## src/rtl/bnn_conv_pkg.sv

```systemverilog
// Shared types and constants for the binary 3x3 convolution engine.
// Build option: BNN_PROG_THRESH_EN (threshold loaded from weight memory word 0).
package bnn_conv_pkg;

  typedef enum logic [2:0] {
    S_IDLE,
    S_LOAD_W,
    S_HDR,
    S_FILL,
    S_CONV,
    S_WRITE
  } state_t;

  localparam int HDR_N_LSB = 0;
  localparam int HDR_N_MSB = 4;
  localparam logic [7:0] SENTINEL = 8'hFF;
  localparam logic [3:0] DEFAULT_THRESH = 4'd5;
  localparam int MAX_K = 8;
  localparam int WIN_BITS = 9;

  function automatic bit num_k_ok(input int k);
    return (k >= 1) && (k <= MAX_K);
  endfunction

endpackage

```

## src/rtl/bnn_xnor_pe.sv

```systemverilog
// One output pixel for one kernel: XNOR of weights and window, popcount,
// and compare against the threshold.
module bnn_xnor_pe
  import bnn_conv_pkg::*;
(
  input  logic [WIN_BITS-1:0] weights,
  input  logic [WIN_BITS-1:0] window,
  input  logic [3:0]          thresh,
  output logic                match
);

  logic [WIN_BITS-1:0] agree;
  logic [3:0]          ones;

  always_comb begin
    agree = ~(weights ^ window);
    ones  = '0;
    for (int i = 0; i < WIN_BITS; i++) begin
      ones = ones + {3'b000, agree[i]};
    end
    match = (ones >= thresh);
  end

endmodule

```

## src/rtl/bnn_conv_engine.sv

```systemverilog
// Streams binary images from SRAM, applies NUM_K 3x3 binary kernels and writes
// one thresholded output row per kernel. Build option: BNN_PROG_THRESH_EN.
module bnn_conv_engine
  import bnn_conv_pkg::*;
#(
  parameter int DATA_W = 16,
  parameter int ADDR_W = 12,
  parameter int NUM_K  = 4
) (
  input  logic              clk,
  input  logic              reset_b,
  input  logic              dut_run,
  output logic              dut_busy,
  output logic [ADDR_W-1:0] dut_sram_read_address,
  input  logic [DATA_W-1:0] sram_dut_read_data,
  output logic [ADDR_W-1:0] dut_sram_write_address,
  output logic [DATA_W-1:0] dut_sram_write_data,
  output logic              dut_sram_write_enable,
  output logic [ADDR_W-1:0] dut_wmem_read_address,
  input  logic [DATA_W-1:0] wmem_dut_read_data
);

  localparam int COLS = DATA_W - 2;
  localparam logic [3:0] K4 = 4'(NUM_K);
`ifdef BNN_PROG_THRESH_EN
  localparam logic [3:0] LD_FIRST = 4'd0;
`else
  localparam logic [3:0] LD_FIRST = 4'd1;
`endif

  generate
    if (!num_k_ok(NUM_K)) begin : g_bad_num_k
      $error("bnn_conv_engine: NUM_K must be 1..%0d", MAX_K);
    end
  endgenerate

  state_t state, state_nx;

  logic [ADDR_W-1:0] rd_ptr, wr_ptr;
  logic [3:0]        ld_cnt, ld_pa;
  logic              ld_pv;
  logic              hdr_ph;
  logic [1:0]        fill_cnt;
  logic              pend;
  logic [4:0]        n_reg, out_row;
  logic [2:0]        k_idx;

  logic [DATA_W-1:0]            row0, row1, row2;
  logic [NUM_K-1:0][8:0]        kern;
  logic [NUM_K-1:0][COLS-1:0]   res;
  logic [NUM_K-1:0][COLS-1:0]   out_reg;
  logic [COLS-1:0]              col_mask;
  logic [COLS-1:0]              wr_word;
  logic [3:0]                   thresh;

  logic [4:0] hdr_n;
  logic       hdr_end;
  logic       last_row;
  logic       last_k;

  assign hdr_n    = sram_dut_read_data[HDR_N_MSB:HDR_N_LSB];
  assign hdr_end  = (sram_dut_read_data[7:0] == SENTINEL) || (hdr_n < 5'd3) ||
                    (int'(hdr_n) > DATA_W);
  assign last_row = (out_row == (n_reg - 5'd3));
  assign last_k   = (k_idx == 3'(NUM_K - 1));

  always_ff @(posedge clk or posedge reset_b) begin
    if (reset_b) state <= S_IDLE;
    else         state <= state_nx;
  end

  always_comb begin
    state_nx = state;
    case (state)
      S_IDLE:   if (dut_run) state_nx = S_LOAD_W;
      S_LOAD_W: if (ld_pv && (ld_pa == K4)) state_nx = S_HDR;
      S_HDR:    if (hdr_ph) state_nx = hdr_end ? S_IDLE : S_FILL;
      S_FILL:   if (pend && (fill_cnt == 2'd3)) state_nx = S_CONV;
      S_CONV:   if (!pend) state_nx = S_WRITE;
      S_WRITE:  if (last_k) state_nx = last_row ? S_HDR : S_CONV;
      default:  state_nx = S_IDLE;
    endcase
  end

  // Sequencing counters; pend marks that the SRAM word arriving this cycle is an image row.
  always_ff @(posedge clk or posedge reset_b) begin
    if (reset_b) begin
      rd_ptr   <= '0;
      wr_ptr   <= '0;
      ld_cnt   <= '0;
      ld_pa    <= '0;
      ld_pv    <= 1'b0;
      hdr_ph   <= 1'b0;
      fill_cnt <= '0;
      pend     <= 1'b0;
      n_reg    <= '0;
      out_row  <= '0;
      k_idx    <= '0;
    end else begin
      pend  <= 1'b0;
      ld_pv <= 1'b0;
      case (state)
        S_IDLE: begin
          rd_ptr <= '0;
          wr_ptr <= '0;
          ld_cnt <= LD_FIRST;
          hdr_ph <= 1'b0;
          k_idx  <= '0;
        end
        S_LOAD_W: begin
          if (ld_cnt <= K4) begin
            ld_pv  <= 1'b1;
            ld_pa  <= ld_cnt;
            ld_cnt <= ld_cnt + 4'd1;
          end
        end
        S_HDR: begin
          if (!hdr_ph) begin
            rd_ptr <= rd_ptr + 1'b1;
            hdr_ph <= 1'b1;
          end else begin
            hdr_ph   <= 1'b0;
            n_reg    <= hdr_n;
            fill_cnt <= '0;
            out_row  <= '0;
            if (hdr_end) begin
              rd_ptr <= '0;
              wr_ptr <= '0;
            end
          end
        end
        S_FILL: begin
          if (fill_cnt != 2'd3) begin
            rd_ptr   <= rd_ptr + 1'b1;
            fill_cnt <= fill_cnt + 2'd1;
            pend     <= 1'b1;
          end
        end
        S_CONV: k_idx <= '0;
        S_WRITE: begin
          wr_ptr <= wr_ptr + 1'b1;
          if ((k_idx == 3'd0) && !last_row) begin
            rd_ptr <= rd_ptr + 1'b1;
            pend   <= 1'b1;
          end
          if (last_k) begin
            k_idx   <= '0;
            out_row <= out_row + 5'd1;
          end else begin
            k_idx <= k_idx + 3'd1;
          end
        end
        default: ;
      endcase
    end
  end

  // Datapath registers carry no reset; write data is gated until a WRITE pass.
  always_ff @(posedge clk) begin
    if (pend) begin
      row0 <= row1;
      row1 <= row2;
      row2 <= sram_dut_read_data;
    end
    if (ld_pv) begin
      for (int k = 0; k < NUM_K; k++) begin
        if (ld_pa == 4'(k + 1)) kern[k] <= wmem_dut_read_data[8:0];
      end
    end
    if ((state == S_CONV) && !pend) out_reg <= res & {NUM_K{col_mask}};
  end

`ifdef BNN_PROG_THRESH_EN
  logic [3:0] thresh_q;
  always_ff @(posedge clk) begin
    if (ld_pv && (ld_pa == 4'd0)) thresh_q <= wmem_dut_read_data[3:0];
  end
  assign thresh = thresh_q;
`else
  assign thresh = DEFAULT_THRESH;
`endif

  generate
    for (genvar k = 0; k < NUM_K; k++) begin : g_kern
      for (genvar c = 0; c < COLS; c++) begin : g_col
        bnn_xnor_pe u_pe (
          .weights (kern[k]),
          .window  ({row2[c+2:c], row1[c+2:c], row0[c+2:c]}),
          .thresh  (thresh),
          .match   (res[k][c])
        );
      end
    end
  endgenerate

  always_comb begin
    col_mask = '0;
    for (int c = 0; c < COLS; c++) begin
      col_mask[c] = ((c + 2) < int'(n_reg));
    end
  end

  always_comb begin
    wr_word = '0;
    for (int k = 0; k < NUM_K; k++) begin
      if (k_idx == 3'(k)) wr_word = out_reg[k];
    end
  end

  logic unused_wmem;
  assign unused_wmem = &{1'b0, wmem_dut_read_data[DATA_W-1:9]};

  always_comb begin
    dut_wmem_read_address = '0;
    if (state == S_LOAD_W) begin
      dut_wmem_read_address = (ld_cnt <= K4) ? ADDR_W'(ld_cnt) : ADDR_W'(K4);
    end
  end

  assign dut_busy               = (state != S_IDLE);
  assign dut_sram_read_address  = rd_ptr;
  assign dut_sram_write_address = wr_ptr;
  assign dut_sram_write_enable  = (state == S_WRITE);
  assign dut_sram_write_data    = dut_sram_write_enable ? {2'b00, wr_word} : '0;

endmodule

```

## config.mk

```make
export PLATFORM = sky130hd
export DESIGN_NAME = bnn_conv_engine
export DESIGN_NICKNAME = d
export VERILOG_FILES = /design/src/rtl/bnn_conv_pkg.sv /design/src/rtl/bnn_xnor_pe.sv /design/src/rtl/bnn_conv_engine.sv
export SDC_FILE = /design/constraint.sdc
export NUM_CORES = 1
export LEC_CHECK = 0
export ABC_AREA = 1
export CORE_UTILIZATION = 45
export DETAILED_ROUTE_END_ITERATION = 12
export GPL_ROUTABILITY_DRIVEN = 0
export PLACE_DENSITY = 0.72
export SLEW_MARGIN = 40
export SYNTH_ARGS = -nofsm -noshare
export SYNTH_HDL_FRONTEND = slang
export SYNTH_SLANG_ARGS = --single-unit
```

## constraint.sdc

```tcl
create_clock -name clk -period 7.78 [get_ports clk]
set_input_delay 1.556 -clock clk [delete_from_list [all_inputs] [get_ports clk]]
set_output_delay 1.556 -clock clk [all_outputs]
set_load 0.02 [all_outputs]
```

==> metrics.txt <==
sequential cell area=about 5500 um2; metal3 WL=~6 mm; Setup crit start kind=flop; status=finished, final reports clean; reg2reg setup slack=between 3 and 4 ns; crit path launch=k_idx[2]$_DFFE_PP0P_; Synth top area share=0.209; DR pass1 iterations=5; setup repair bufs after CTS=0; Finished Layout Cells=approximately 3700; max layer used=met4; final clock skew=around 0.014 ns; die boundary height=~250 um; Mapped Area=26800 um2; CTS Buf Count=17; diode count=0; worst-case reg-to-reg path depth=16; GRT overflow=0; min Tclk post-route=~5 ns; period utilisation layout=0.625; placed cells=~3700; maximum root-to-sink buffer count=2; largest vdd supply drop=just under 200 uV; clk_lat worst skew=~0.52 ns; Post-DP HPWL=between 40 and 50 mm; Worst-path clk slew=about 0.090 ns; synth top area cells=fa_1 (21%), ha_1 (16%), edfxtp_1 (16%), xor2_1 (11%), inv_1 (8.8%); number of DRC markers in iteration 0=roughly 1300; Final Max Tran Viols=0; met2 wire length=31.9 mm; Final Hold Fails=0; most frequent cells in the layout=inv_1 (628), ha_1 (347), xor2_1 (344), fa_1 (280), nand2_1 (228); RSZ-0062 raised after global routing=false; DP Worst Slack=slightly above 3 ns; via count=roughly 19000; Core Area=between 50000 and 60000 um2; Port-buffer cells=70; number of H-tree levels=4; Hold EP=fill_cnt[0]$_DFFE_PP0P_; clk sinks=~190; antenna violations before repair=0; CTS Root Cell=clkbuf_16; FF-to-FF Start=kern[18]$_DFFE_PP_; die area=between 60000 and 70000 um2; Achievable Freq=~200 MHz; Fin Setup TNS=0 ns; Data required, critical path=between 6 and 7 ns; Initial Util=0.455; post-cts resize count=0; Power Density=a little over 70 nW/um2; number of global-route vias before repair=about 19000; final setup margin=2.92 ns; final wirelength=68.4 mm; M1 wire length=~28 mm; yosys warns=0; Final setup violation count=0; area leader, netlist=fa_1; Via density=between 5 and 6; Detail Route Antenna Nets=0; CTS tree=yes; largest net degree at the start of global routing=57; Tot GR Track Use=0.234; Yosys cell types=43; Critical Path Sink Type=output pin; DRC=0; I/O Pins=just under 90; max reg flops=between 50 and 60; FF-to-FF End=out_reg[40]$_DFFE_PP_; hold path start=fill_cnt[0]$_DFFE_PP0P_; commonest non-fill, non-tap cell in the layout=inv_1; Synth Instances=roughly 2900; Net count, final=roughly 3600; count of max-cap constraint violations=0; area grow syn2layout=8.82%; global-route wire length before repair=roughly 110 mm; Filler Cell Count=roughly 5300; Syn Area/Cell=about 9.3 um2; worst endpoint data arrival time=3.31 ns; Avg WL per Cell=about 19 um; critical setup path kind=reg -> out; Hold Crit Depth=1; # hold bufs at CTS=0; cell leakage power=14.2 nW; Horiz. Die Dim=246 um; row count=roughly 90; type of the most critical hold path=reg -> reg; worst-margin pin slew=approximately 1 ns; Worst slew margin=0.340; footprint of the multi-input gates=~18000 um2; Worst Path Max Fanout=18; Yosys reg bits=193; share of cells above drive strength 1=0.0549; register area share after synthesis=0.206
-- worst max path at each step --
stage / endpoint / slack [ns] / cells after the start
floorplan: out_reg[32]$_DFFE_PP_ / 3.61 / 16
global placement: dut_sram_write_data[6] / 2.92 / 7
detailed placement: out_reg[35]$_DFFE_PP_ / 3.11 / 16
CTS: dut_sram_write_data[5] / 2.88 / 7
global route: dut_sram_write_data[5] / 2.82 / 7
finish: dut_sram_write_data[6] / 2.92 / 7
-- logic make-up after synthesis --
| family | Yosys count | share of synthesized area |
|---|---|---|
| DFF | 193 | 0.206 |
| AOI/OAI and AO/OA | 254 | 0.0568 |
| xor gates and xnor gates | 518 | 0.169 |
| adders and majority gates | 627 | 0.371 |
| and+or+nand+nor | 499 | 0.0812 |
| buffers and inverters | 786 | 0.116 |
| other | 1 | 0.000140 |
-- cell usage after synthesis, drive strengths merged --
master	number
a21oi	83
a22o	1
a31oi	1
buf	94
clkbuf	52
clkinv	1
conb	1
dfrtp	53
edfxtp	140
fa	280
ha	347
inv	639
nand2	250
nand3	95
nand4	11
nor2	131
nor3	7
nor4	2
o211ai	15
o21a	17
o21ai	93
o21bai	2
o221ai	32
o31ai	10
or2	3
xnor2	174
xor2	344
-- metrics by stage --
step | power, mW | area (um2) | hold WS, ns | utilization
6_report | 2.09 | 29200 | 0.510 | 0.495
5_1_grt | 2.14 | 29200 | 0.551 | 0.495
4_1_cts | 2.11 | 29100 | 0.509 | 0.493
3_5_place_dp | 1.15 | 28500 | 0.492 | 0.483
3_3_place_gp | 1.15 | 28100 | 0.488 | 0.476
2_1_floorplan | 1.13 | 26900 | 0.424 | -
-- critical path: stages, from the launching register on --
cell	delay, ns
dfrtp_1	0.41
clkinv_2	0.40
nand2_1	0.61
buf_4	0.42
nand3_1	0.18
o211ai_1	0.12
nand2_1	0.10
clkdlybuf4s50_1	0.55
-- power breakdown --
part / internal (mW) / switching, mW / leakage (nW)
registers: 1.10 / 0 / 2.01
logic: 0.0128 / 0.0167 / 11.9
clock network: 0.440 / 0.520 / 0.300
-- metal layers --
layer | GRT usage | vias up
met4 | 0.0910 | 0
met5 | 0 | -
met3 | 0.0403 | 149
met1 | 0.307 | 9406
met2 | 0.384 | 717
li1 | - | 8790
-- area by class of cell --
cell class / instances / area share
clock buffers: 17 / 0.0146
clock inverters: 15 / 0.00677
inverters: 640 / 0.0824
multi-input cells: 1909 / 0.625
flip-flops and latches: 193 / 0.189
well taps: 773 / 0.0331
repair buffers: 141 / 0.0485
(Power assumes the default switching activity.)
